==> src/rtl/can_pkg.sv <==
// Shared CAN controller definitions: bus levels, eof_tx FSM states and error codes.
// Imported by every block of the controller that touches the bus or reports errors.
package can_pkg;

  localparam logic RECESSIVE = 1'b1;
  localparam logic DOMINANT  = 1'b0;

  typedef enum logic [3:0] {
    ST_IDLE,
    ST_WAIT_TICK,
    ST_CRC_DEL,
    ST_ACK_SLOT,
    ST_ACK_DEL,
    ST_EOF,
    ST_IFS,
    ST_ERR_FLAG,
    ST_ERR_DEL
  } eof_tx_state_t;

  typedef enum logic [1:0] {
    ERR_NONE     = 2'b00,
    ERR_ACK      = 2'b01,
    ERR_FORM_DEL = 2'b10,
    ERR_FORM_EOF = 2'b11
  } can_err_code_t;

endpackage

==> src/rtl/eof_tx_if.sv <==
// Signal bundle between the bit-timing/CRC side (master) and the frame tail generator (slave).
interface eof_tx_if;
  import can_pkg::*;

  // Handshake: start and bit_tick are single-clk pulses with no ready/backpressure;
  // start is taken only while busy is low, and frame_done/error are one-clk pulses
  // qualified by nothing else, with error_code valid in the same cycle as error.
  logic          bit_tick;
  logic          start;
  logic          RX;
  logic          TX;
  logic          busy;
  logic          EOF_Flag;
  logic          frame_done;
  logic          error;
  can_err_code_t error_code;

  modport master (
    output bit_tick, start, RX,
    input  TX, busy, EOF_Flag, frame_done, error, error_code
  );

  modport slave (
    input  bit_tick, start, RX,
    output TX, busy, EOF_Flag, frame_done, error, error_code
  );

endinterface

==> src/rtl/eof_tx.sv <==
// CAN transmit frame tail: CRC delimiter, ACK slot/delimiter, EOF, intermission,
// plus active error frame generation on ACK or form errors seen on RX.
module eof_tx
  import can_pkg::*;
#(
  parameter int EOF_BITS      = 7,
  parameter int IFS_BITS      = 3,
  parameter int ERR_FLAG_BITS = 6,
  parameter int ERR_DEL_BITS  = 8
) (
  input  logic          clk,
  input  logic          reset_n,
  eof_tx_if.slave       bus,
  output eof_tx_state_t state_dbg
);

  localparam logic [3:0] EOF_LAST  = 4'(EOF_BITS - 1);
  localparam logic [3:0] EOF_CHK   = 4'(EOF_BITS - 2);
  localparam logic [3:0] IFS_LAST  = 4'(IFS_BITS - 1);
  localparam logic [3:0] FLAG_LAST = 4'(ERR_FLAG_BITS - 1);
  localparam logic [3:0] DEL_LAST  = 4'(ERR_DEL_BITS - 1);

  eof_tx_state_t state_q, state_d;
  logic [3:0]    cnt_q, cnt_d;
  logic          tx_q, tx_d;
  logic          busy_q, busy_d;
  logic          flag_q, flag_d;
  logic          done_q, done_d;
  logic          err_q, err_d;
  can_err_code_t code_q, code_d;
  logic          err_path_q, err_path_d;

  logic          err_hit;
  can_err_code_t err_val;

  always_ff @(posedge clk or negedge reset_n) begin
    if (!reset_n) begin
      state_q    <= ST_IDLE;
      cnt_q      <= 4'd0;
      tx_q       <= RECESSIVE;
      busy_q     <= 1'b0;
      flag_q     <= 1'b1;
      done_q     <= 1'b0;
      err_q      <= 1'b0;
      code_q     <= ERR_NONE;
      err_path_q <= 1'b0;
    end else begin
      state_q    <= state_d;
      cnt_q      <= cnt_d;
      tx_q       <= tx_d;
      busy_q     <= busy_d;
      flag_q     <= flag_d;
      done_q     <= done_d;
      err_q      <= err_d;
      code_q     <= code_d;
      err_path_q <= err_path_d;
    end
  end

  // RX sampled on a tick is the level of the bit that is just ending.
  always_comb begin
    state_d    = state_q;
    cnt_d      = cnt_q;
    tx_d       = tx_q;
    busy_d     = busy_q;
    flag_d     = flag_q;
    done_d     = 1'b0;
    err_d      = 1'b0;
    code_d     = code_q;
    err_path_d = err_path_q;
    err_hit    = 1'b0;
    err_val    = ERR_NONE;

    case (state_q)
      ST_IDLE: begin
        if (bus.start) begin
          busy_d     = 1'b1;
          err_path_d = 1'b0;
          tx_d       = RECESSIVE;
          state_d    = bus.bit_tick ? ST_CRC_DEL : ST_WAIT_TICK;
        end
      end
      ST_WAIT_TICK: begin
        if (bus.bit_tick) begin
          state_d = ST_CRC_DEL;
          tx_d    = RECESSIVE;
        end
      end
      ST_CRC_DEL: begin
        if (bus.bit_tick) begin
          if (bus.RX == DOMINANT) begin
            err_hit = 1'b1;
            err_val = ERR_FORM_DEL;
          end else begin
            state_d = ST_ACK_SLOT;
            tx_d    = RECESSIVE;
          end
        end
      end
      ST_ACK_SLOT: begin
        if (bus.bit_tick) begin
          if (bus.RX == RECESSIVE) begin
            err_hit = 1'b1;
            err_val = ERR_ACK;
          end else begin
            state_d = ST_ACK_DEL;
            tx_d    = RECESSIVE;
          end
        end
      end
      ST_ACK_DEL: begin
        if (bus.bit_tick) begin
          if (bus.RX == DOMINANT) begin
            err_hit = 1'b1;
            err_val = ERR_FORM_DEL;
          end else begin
            state_d = ST_EOF;
            cnt_d   = 4'd0;
            flag_d  = 1'b0;
            tx_d    = RECESSIVE;
          end
        end
      end
      ST_EOF: begin
        // A dominant last EOF bit is an overload condition, not an error.
        if (bus.bit_tick) begin
          if (bus.RX == DOMINANT && cnt_q <= EOF_CHK) begin
            err_hit = 1'b1;
            err_val = ERR_FORM_EOF;
          end else if (cnt_q == EOF_LAST) begin
            state_d = ST_IFS;
            cnt_d   = 4'd0;
            flag_d  = 1'b1;
          end else begin
            cnt_d = cnt_q + 4'd1;
          end
        end
      end
      ST_IFS: begin
        if (bus.bit_tick) begin
          if (cnt_q == IFS_LAST) begin
            state_d = ST_IDLE;
            cnt_d   = 4'd0;
            busy_d  = 1'b0;
            done_d  = !err_path_q;
          end else begin
            cnt_d = cnt_q + 4'd1;
          end
        end
      end
      ST_ERR_FLAG: begin
        if (bus.bit_tick) begin
          if (cnt_q == FLAG_LAST) begin
            state_d = ST_ERR_DEL;
            cnt_d   = 4'd0;
            tx_d    = RECESSIVE;
          end else begin
            cnt_d = cnt_q + 4'd1;
          end
        end
      end
      ST_ERR_DEL: begin
        // Only recessive bits count: the delimiter waits for the bus to release.
        if (bus.bit_tick && bus.RX == RECESSIVE) begin
          if (cnt_q == DEL_LAST) begin
            state_d = ST_IFS;
            cnt_d   = 4'd0;
          end else begin
            cnt_d = cnt_q + 4'd1;
          end
        end
      end
      default: begin
        state_d = ST_IDLE;
        cnt_d   = 4'd0;
        tx_d    = RECESSIVE;
        busy_d  = 1'b0;
        flag_d  = 1'b1;
      end
    endcase

    if (err_hit) begin
      err_d      = 1'b1;
      code_d     = err_val;
      flag_d     = 1'b1;
      state_d    = ST_ERR_FLAG;
      cnt_d      = 4'd0;
      tx_d       = DOMINANT;
      err_path_d = 1'b1;
    end
  end

  assign bus.TX         = tx_q;
  assign bus.busy       = busy_q;
  assign bus.EOF_Flag   = flag_q;
  assign bus.frame_done = done_q;
  assign bus.error      = err_q;
  assign bus.error_code = code_q;
  assign state_dbg      = state_q;

endmodule

==> src/flat_wrapper.sv <==
// flat-port wrapper written by rule: the top's interface ports become plain ports
module eof_tx_flat import can_pkg::*;
#(
  parameter int EOF_BITS      = 7,
  parameter int IFS_BITS      = 3,
  parameter int ERR_FLAG_BITS = 6,
  parameter int ERR_DEL_BITS  = 8
)
  (clk, reset_n, state_dbg, bus_bit_tick, bus_start, bus_RX, bus_TX, bus_busy, bus_EOF_Flag, bus_frame_done, bus_error, bus_error_code);
  eof_tx_if bus_i ();
  input  logic clk;
  input  logic reset_n;
  output eof_tx_state_t state_dbg;
  input wire logic [$bits(bus_i.bit_tick)-1:0] bus_bit_tick;
  input wire logic [$bits(bus_i.start)-1:0] bus_start;
  input wire logic [$bits(bus_i.RX)-1:0] bus_RX;
  output wire logic [$bits(bus_i.TX)-1:0] bus_TX;
  output wire logic [$bits(bus_i.busy)-1:0] bus_busy;
  output wire logic [$bits(bus_i.EOF_Flag)-1:0] bus_EOF_Flag;
  output wire logic [$bits(bus_i.frame_done)-1:0] bus_frame_done;
  output wire logic [$bits(bus_i.error)-1:0] bus_error;
  output wire logic [$bits(bus_i.error_code)-1:0] bus_error_code;
  assign bus_i.bit_tick = bus_bit_tick;
  assign bus_i.start = bus_start;
  assign bus_i.RX = bus_RX;
  assign bus_TX = bus_i.TX;
  assign bus_busy = bus_i.busy;
  assign bus_EOF_Flag = bus_i.EOF_Flag;
  assign bus_frame_done = bus_i.frame_done;
  assign bus_error = bus_i.error;
  assign bus_error_code = bus_i.error_code;
  eof_tx #(.EOF_BITS(EOF_BITS), .IFS_BITS(IFS_BITS), .ERR_FLAG_BITS(ERR_FLAG_BITS), .ERR_DEL_BITS(ERR_DEL_BITS)) u_core (.clk(clk), .reset_n(reset_n), .bus(bus_i), .state_dbg(state_dbg));
endmodule
==> config.mk <==
export PLATFORM = sky130hd
export DESIGN_NAME = eof_tx_flat
export DESIGN_NICKNAME = d
export VERILOG_FILES = /design/src/rtl/can_pkg.sv /design/src/rtl/eof_tx_if.sv /design/src/rtl/eof_tx.sv /design/src/flat_wrapper.sv
export SDC_FILE = /design/constraint.sdc
export NUM_CORES = 1
export LEC_CHECK = 0
export CORE_MARGIN = 5
export CORE_UTILIZATION = 46
export CTS_BUF_LIST = sky130_fd_sc_hd__clkbuf_16
export DETAILED_ROUTE_END_ITERATION = 12
export PLACE_DENSITY = 0.7
export SYNTH_ARGS = -nofsm -noshare
export SYNTH_HDL_FRONTEND = slang
export SYNTH_SLANG_ARGS = --single-unit
==> constraint.sdc <==
create_clock -name clk -period 2.5 [get_ports clk]
set_clock_uncertainty 0.1 [all_clocks]
set_input_delay 0.25 -clock clk [delete_from_list [all_inputs] [get_ports clk]]
set_output_delay 0.25 -clock clk [all_outputs]
set_load 0.05 [all_outputs]
Yosys cells after proc, flatten, opt, wreduce, memory -nomap -nowiden
Cells that the tools add are included.
{"block": "totals", "elab_cells": 141, "register_bits": 16, "input_bits": 5, "output_inout_bits": 11}
{"block": "classes", "eq_ne": 37, "n_reduce_logical": 17, "n_lt_le_gt_ge": 1, "addsub": 1, "mux": 74, "n_bitwise": 2}
{"cell": "$mux 4", "n": 30}
{"cell": "$ne 3x2->1 const B", "n": 12}
{"cell": "$pmux 4 s9", "n": 1}
{"cell": "$mux 1", "n": 31}
{"cell": "$eq 4x3->1 const B", "n": 7}
{"cell": "$pmux 4 s6", "n": 1}
{"cell": "$ne 3x1->1 const B", "n": 7}
{"cell": "$reduce_and 17->1", "n": 1}
{"cell": "$reduce_or 7->1", "n": 2}
{"cell": "$eq 4x2->1 const B", "n": 3}
{"cell": "$mux 2", "n": 6}
{"cell": "$pmux 1 s3", "n": 3}
{"cell": "$reduce_and 9->1", "n": 1}
{"cell": "$ne 2x1->1 const B", "n": 4}
{"cell": "$reduce_and 8->1", "n": 1}
{"cell": "$pmux 1 s6", "n": 1}
{"cell": "$pmux 2 s3", "n": 1}
{"cell": "$reduce_and 6->1", "n": 1}
{"cell": "$add 4x1->4 const B", "n": 1}
{"cell": "$eq 4x1->1 const B", "n": 1}
{"cell": "$eq 4x4->1 const B", "n": 1}
{"cell": "$le 4x3->1 const B", "n": 1}
{"cell": "$logic_not 4->1", "n": 1}
{"cell": "$ne 2x2->1 const B", "n": 2}
{"cell": "9 further kinds", "n": 12}

Longest topological paths before layout
Gate-level depths: netlist of run 1.
{"block": "logic_depth", "ltp_word": 7, "ltp_mapped": 8, "ltp_nobuf": 7}

Least setup slack after synthesis of run 1
No wires, ideal clock.
{"block": "synth_path", "path_kind": "reg2reg", "start": "reg u_core.state_q[1] (netlist: u_core.state_dbg[1])", "end": "reg u_core.cnt_q[3]", "t_arrival_ns": 2.148, "stages_incl_launch_ff": 7, "required_time_ns": 2.327, "setup_time_ns": 0.073, "period_less_slack_ns": 2.321, "slack_ns": 0.179, "path_buffers": 1, "path_cell_list": "dfrtp_1 > buf_6 > mux2_4 > a21o_1 > nor2b_4 > or4_4 > a21oi_2"}
{"block": "synth_via", "elab_chain_len": 5, "elab_cells_between_ends": 23, "classes_between": "eq/ne: 16; mux: 3; reduce/logical: 4"}
{"element": "start: declaration", "line_no": "eof_tx.sv:23", "text": "eof_tx_state_t state_q, state_d;"}
{"element": "start signal: assignment", "line_no": "eof_tx.sv:48", "text": "state_q <= state_d;"}
{"element": "$eq 4x2->1 / $eq 4x3->1 (equally long branches)", "line_no": "eof_tx.sv:74", "text": "case (state_q)"}
{"element": "$reduce_or 2->1 (no source line)"}
{"element": "$pmux 1 s3", "line_no": "eof_tx.sv:74"}
{"element": "$ne 3x1->1 (no source line), or another cell as far along"}
{"element": "$reduce_and 8->1 (no source line)"}
{"element": "end signal: assignment", "line_no": "eof_tx.sv:49", "text": "cnt_q <= cnt_d;"}
{"element": "end: declaration", "line_no": "eof_tx.sv:24", "text": "logic [3:0] cnt_q, cnt_d;"}
Parallel ways exist; a longest one is shown, timed or not.
A chain may end at the register's enable or synchronous reset.

Worst setup path in the final report of run 1
{"block": "layout_path", "start": "reg u_core.cnt_q[0]", "end": "reg u_core.state_q[0] (netlist: u_core.state_dbg[0])"}
{"block": "layout_via", "elab_chain_len": 7, "elab_cells_between_ends": 28, "classes_between": "order compare: 1; eq/ne: 21; mux: 4; reduce/logical: 2"}
{"element": "$le 4x3->1", "line_no": "eof_tx.sv:127", "text": "if (bus.RX == DOMINANT && cnt_q <= EOF_CHK) begin"}
{"element": "$logic_and 1x1->1", "line_no": "eof_tx.sv:127"}
{"element": "$mux 1", "line_no": "eof_tx.sv:127"}
{"element": "$mux 1", "line_no": "eof_tx.sv:126", "text": "if (bus.bit_tick) begin"}
{"element": "$pmux 1 s3", "line_no": "eof_tx.sv:74"}
{"element": "$ne 3x1->1 (no source line) / $ne 3x2->1 (equally long branches)"}
{"element": "$reduce_and 17->1 (no source line)"}
Parallel ways exist; a longest one is shown, timed or not.

==> impl_metrics.py, run 1 <==
metrics = {
    "yosys": {
        "yosysWarnings": 0,
        "synth_edf_count": 0,
        "ys_async_sr_fraction_pct": 100,
        "synthTopCellsByCount": "19 x nor2_1, 14 x dfrtp_1, 10 x a21oi_1, 10 x nand2_1, 8 x nor2b_1",
        "netlist.top_cell.by_area": "dfrtp_1",
        "yosysTopAreaCellShare_pct": 27.2,
        "synth_most_common_cell": "nor2_1",
        "seq_area_frac_synth_pct": 31.2,
        "netlist_instances": 148,
        "ys_ff_latch": 16,
        "synth.net_count": 157,
        "synth_area_mm2": 0.00129,
        "ys.flop_type": "dfrtp_1",
        "synth_cell_type_count": 55,
        "yosys-top-cells-area": "dfrtp_1 27%, nor2_1 5.5%, dfstp_2 4.1%",
        "syn_area_per_cell_um2": 8.72,
    },
    "placement": {
        "dpl_worst_slack_ns": 0.0526,
        "gp_congestion": 0.849,
        "io_buffers": 15,
        "dp_hpwl_mm": 2.50,
    },
    "timing": {
        "maxSlewHeadroom_pct": 51.3,
        "layout_worst_path_cycle_share_pct": 94.7,
        "tns_ns": 0,
        "maxSlewViolCount": 0,
        "rsz0062_at_grt": "no",
        "whs_ns": 0.337,
        "period_needed_ns": 2.37,
        "setup_violations": 0,
        "worstMarginPinSlew_ns": 0.728,
        "fin_ws_ns": 0.132,
        "fmax_ghz": 0.422,
        "final_hold_viol_count": 0,
    },
    "layout": {
        "finalNetCount": 176,
        "n_fill_cell": 249,
        "area_growth_pct": 23.2,
        "antennaDiodeCount": 0,
        "layout-drive-gt1-share_pct": 18.7,
        "fin_util_pct": 58.6,
    },
    "floorplanning": {
        "die_y_um": 63.0,
        "dieArea_mm2": 0.00396,
        "pin_count": 16,
        "die_x_um": 63.0,
        "start_util_pct": 47.6,
        "coreArea_mm2": 0.00271,
        "row_count": 19,
    },
    "clock_tree": {
        "clk_path_buf_depth": 2,
        "path_clk_slew_ns": 0.05,
        "cts_buffers": 3,
        "postCtsSetupRepairBufs": 0,
        "cts-root-buf": "clkbuf_16",
        "h-tree-depth": 1,
        "cts.sinks": 16,
        "ctsResizeCount": 0,
        "cts_tree": "yes",
        "insertion_delay_ns": 0.25,
        "postCtsHoldBufs": 0,
    },
    "detailed_routing": {
        "drt.antenna.violating_nets": 0,
        "wl_per_cell_um": 17.4,
        "drcViolationCount": 0,
        "num_vias": 1208,
        "wl_mm": 3.42,
        "avgViaCountPerCell": 6.13,
        "first_pass_iters": 4,
        "drt_iter0_drc": 55,
    },
    "setup_path": {
        "worstSetupStartpointType": "register",
        "required_ns": 2.53,
        "crit_path_max_fanout": 5,
        "cp.arrival_ns": 2.40,
        "end_kind": "register",
        "critical_path_class": "register to register",
    },
    "global_route": {
        "grt_usage_pct": 17.9,
        "antenna_found_initial": 0,
        "gr-total-overflow": 0,
        "grt_max_degree": 19,
        "grt_pass1_wl_mm": 5.86,
        "grt_pass1_vias": 1225,
    },
    "power_and_ir_drop": {
        "power_density_mw_per_mm2": 1460,
        "ir_drop_mv": 0.889,
        "p_leak_nw": 0.643,
    },
    "job": {
        "max_cap_viol_count": 0,
    },
    "run_status": {
        "status": "finished, final reports clean",
    },
    "worst_hold_path": {
        "hold_class": "input port to asynchronous set/reset pin",
    },
}
flip-flops by register name, summed over array words and instances (netlist names):
register               flops
u_core.bus.TX              1
u_core.state_dbg           4
u_core.err_path_q          1
u_core.cnt_q               4
u_core.bus.frame_done      1
u_core.bus.error_code      2
u_core.bus.EOF_Flag        1
u_core.bus.error           1
u_core.bus.busy            1
area by class of cell:
class / instances / area [um2] / area share [%]
clock inverters: 1 / 3.75 / 0.236
repair buffers: 24 / 218 / 13.7
multi-input cells: 118 / 835 / 52.5
clock buffers: 3 / 75.1 / 4.72
flip-flops and latches: 16 / 404 / 25.4
well taps: 31 / 38.8 / 2.44
inverters: 4 / 15.0 / 0.945
cells in the final DEF, fill, tap and decap left out, drive strengths merged, types with 3 or more instances in the layout:
master,netlist,final
nor2,19,19
clkdlybuf4s50,0,15
dfrtp,14,14
a21oi,11,11
nand2,10,10
buf,5,9
nor2b,9,9
o21ai,6,6
a21o,4,4
inv,4,4
ha,4,4
nand3b,3,3
nand2b,3,3
nor3b,3,3
nand4,3,3
a211oi,3,3
clkbuf,5,3
cell families after synthesis:
kind of cell	share of synthesized area (%)
and+or+nand+nor	30.5
adders and majority gates	3.88
buffers and inverters	5.24
DFF	31.2
muxes	3.59
AOI/OAI and AO/OA	25.6
per-layer routing:
layer,vias up,track usage (%),wire [um]
li1,580,-,-
met1,599,23.9,1560
met2,25,29.5,1720
met3,4,3.24,113
met4,0,4.51,36
met5,-,0,0
power breakdown:
group	switching, W	leakage [nW]	total, W	internal (W)
registers	0.000166	0.192	0.000541	0.000375
logic	0.000862	0.413	0.00146	0.000600
clock network	0.000107	0.0385	0.000320	0.000213
total	0.00114	0.643	0.00232	0.00119
per-stage QoR:
step	cells	area, um2	power, W
floorplan	148	1290	0.00157
global placement	193	1490	0.00194
detailed placement	193	1490	0.00196
CTS	197	1570	0.00229
global route	197	1590	0.00248
finish	197	1590	0.00232
critical path: stages (launching register included):
cell     delay (ns)
dfrtp_2        0.43
inv_2          0.08
ha_2           0.22
or3b_1         0.39
a22o_2         0.31
or3b_4         0.41
nor4_2         0.24
a21oi_1        0.06
worst paths after layout:
| check | start | endpoint | slack [ns] | cells past startpoint |
|---|---|---|---|---|
| min reg2reg | u_core.err_path_q | u_core.bus.frame_done | 0.34 | 1 |
| max reg2reg | u_core.cnt_q[0] | u_core.state_dbg[0] | 0.13 | 7 |
| min in group clk | u_core.err_path_q | u_core.bus.frame_done | 0.34 | 1 |
| min | reset_n | u_core.state_dbg[3] | 0.34 | 1 |
| max | u_core.cnt_q[0] | u_core.state_dbg[0] | 0.13 | 7 |
| max in group asynchronous | reset_n | u_core.cnt_q[0] | 1.46 | 1 |
No activity file was read; power rests on OpenSTA's default activity.
==> run 2, diff against run 1 <==
--- a/config.mk
+++ b/config.mk
@@ -5,6 +5,7 @@
 export SDC_FILE = /design/constraint.sdc
 export NUM_CORES = 1
 export LEC_CHECK = 0
+export ABC_AREA = 1
 export CORE_MARGIN = 5
 export CORE_UTILIZATION = 46
 export CTS_BUF_LIST = sky130_fd_sc_hd__clkbuf_16
==> impl_metrics.py, run 2 <==
metrics = {
    "run_status": {
        "status": "finished, final reports clean",
    },
    "timing": {
        "fmax_ghz": 0.496,
        "final_hold_viol_count": 0,
        "tns_ns": 0,
        "maxSlewViolCount": 0,
        "whs_ns": 0.340,
        "fin_ws_ns": 0.485,
        "period_needed_ns": 2.01,
        "layout_worst_path_cycle_share_pct": 80.6,
        "maxSlewHeadroom_pct": 50.7,
        "rsz0062_at_grt": "no",
        "worstMarginPinSlew_ns": 0.737,
        "setup_violations": 0,
    },
    "yosys": {
        "synth_cell_type_count": 31,
        "ys.flop_type": "dfrtp_1",
        "netlist.top_cell.by_area": "dfrtp_1",
        "synth.net_count": 189,
        "synth_edf_count": 0,
        "synth_most_common_cell": "nand2_1",
        "synth_area_mm2": 0.00124,
        "yosys-top-cells-area": "dfrtp_1 28%, nand2_1 18%, inv_1 6.9%",
        "yosysWarnings": 0,
        "ys_async_sr_fraction_pct": 100,
        "synthTopCellsByCount": "60 x nand2_1, 23 x inv_1, 17 x nor2_1",
        "syn_area_per_cell_um2": 6.91,
        "netlist_instances": 180,
        "seq_area_frac_synth_pct": 32.4,
        "yosysTopAreaCellShare_pct": 28.2,
        "ys_ff_latch": 16,
    },
    "clock_tree": {
        "path_clk_slew_ns": 0.05,
        "insertion_delay_ns": 0.25,
        "cts_buffers": 3,
        "postCtsSetupRepairBufs": 0,
        "cts-root-buf": "clkbuf_16",
        "ctsResizeCount": 0,
        "cts_tree": "yes",
        "cts.sinks": 16,
        "h-tree-depth": 1,
        "clk_path_buf_depth": 2,
        "postCtsHoldBufs": 0,
    },
    "detailed_routing": {
        "drt.antenna.violating_nets": 0,
        "wl_mm": 3.05,
        "top_layer_used": "met4",
        "met2_length_mm": 1.43,
        "avgViaCountPerCell": 5.27,
        "wl_per_cell_um": 13.4,
        "dr_wl_met3_um": 173,
        "drcViolationCount": 0,
        "drt_iter0_drc": 79,
        "met1_length_mm": 1.38,
        "first_pass_iters": 4,
        "num_vias": 1201,
    },
    "floorplanning": {
        "row_count": 18,
        "coreArea_mm2": 0.00252,
        "dieArea_mm2": 0.00384,
        "start_util_pct": 49.3,
        "die_x_um": 62.0,
        "die_y_um": 62.0,
        "pin_count": 16,
    },
    "setup_path": {
        "critical_path_class": "register to register",
        "crit_path_max_fanout": 14,
        "cp_slowest_cell": "dfrtp_1",
        "crit_buf_inv": 1,
        "path_delay_family": "simple AND/OR/NAND/NOR gates",
        "cp.arrival_ns": 2.05,
        "crit_chain": "inv_2 -> nand2_1 -> nor2_4 -> nand3_2 -> nand3_2 -> nand3_4 -> nand2_2 -> nand3_4 -> o21bai_1 -> nand2_1",
        "end_kind": "register",
        "worstSetupStartpointType": "register",
        "required_ns": 2.53,
        "cpPeakStageDelay_ns": 0.45,
        "worstReg2RegStart": "u_core.state_dbg[1]",
        "startpoint": "u_core.state_dbg[1]",
    },
    "global_route": {
        "grt_pass1_wl_mm": 5.18,
        "grt_usage_pct": 18.4,
        "antenna_found_initial": 0,
        "gr-total-overflow": 0,
        "grt_pass1_vias": 1134,
        "grt_max_degree": 17,
    },
    "layout": {
        "antennaDiodeCount": 0,
        "final_common_cell": "nand2_1",
        "final_cell_mix": "60 x nand2_1, 24 x inv_1, 17 x nor2_1, 15 x clkdlybuf4s50_1, 14 x dfrtp_1",
        "area_growth_pct": 20.8,
        "finalNetCount": 208,
        "layout-drive-gt1-share_pct": 11.6,
    },
    "power_and_ir_drop": {
        "p_leak_nw": 0.832,
        "ir_drop_mv": 0.994,
        "power_density_mw_per_mm2": 1550,
    },
    "placement": {
        "io_buffers": 15,
        "gp_congestion": 0.935,
        "dp_hpwl_mm": 2.38,
        "dpl_worst_slack_ns": 0.431,
    },
    "job": {
        "max_cap_viol_count": 0,
    },
    "worst_hold_path": {
        "hold_class": "input port to asynchronous set/reset pin",
    },
}
## run 2: cell type report
cell class | instances | area [um2]
timing repair buffer | 16 | 158
clock inverter | 1 | 3.75
clock buffer | 3 | 75.1
tap | 30 | 37.5
inverter | 27 | 101
fill | 245 | 1020
sequential | 16 | 403
multi-input combinational | 135 | 724
## run 2: routing by layer
| metal | track usage, % | vias to the layer above |
|---|---|---|
| met5 | 0 | - |
| met1 | 24.2 | 549 |
| met4 | 7.27 | 0 |
| met3 | 3.93 | 9 |
| li1 | - | 604 |
| met2 | 29.3 | 39 |
## run 2: worst paths after layout
check                                         to  slack (ns)  cells past startpoint
max in group asynchronous  u_core.bus.frame_done        1.49                      1
min reg2reg                u_core.bus.frame_done        0.34                      1
max                              u_core.cnt_q[1]        0.49                     10
min in group clk           u_core.bus.frame_done        0.34                      1
max reg2reg                      u_core.cnt_q[1]        0.49                     10
min                          u_core.state_dbg[0]        0.34                      1
## run 2: logic make-up after synthesis
logic type	after synthesis	synth area share [%]
DFF	16	32.4
and+or+nand+nor	107	41.0
adders and majority gates	4	4.02
buffers and inverters	29	9.36
AOI/OAI and AO/OA	22	11.8
xor gates and xnor gates	2	1.41
## run 2: power by group
group	total [W]	switching (W)	leakage [nW]	internal, W
combinational	0.00155	0.00105	0.590	0.000507
sequential	0.000462	0.0000886	0.200	0.000374
clock	0.000314	0.000101	0.0423	0.000212
## run 2: per-stage QoR
| step | util, % | instances | cell area (um2) | power, W |
|---|---|---|---|---|
| global route | 59.6 | 228 | 1500 | 0.00252 |
| floorplan | - | 180 | 1240 | 0.00164 |
| finish | 59.6 | 228 | 1500 | 0.00233 |
| detailed placement | 56.4 | 224 | 1420 | 0.00201 |
| global placement | 56.4 | 224 | 1420 | 0.00199 |
| CTS | 59.6 | 228 | 1500 | 0.00234 |
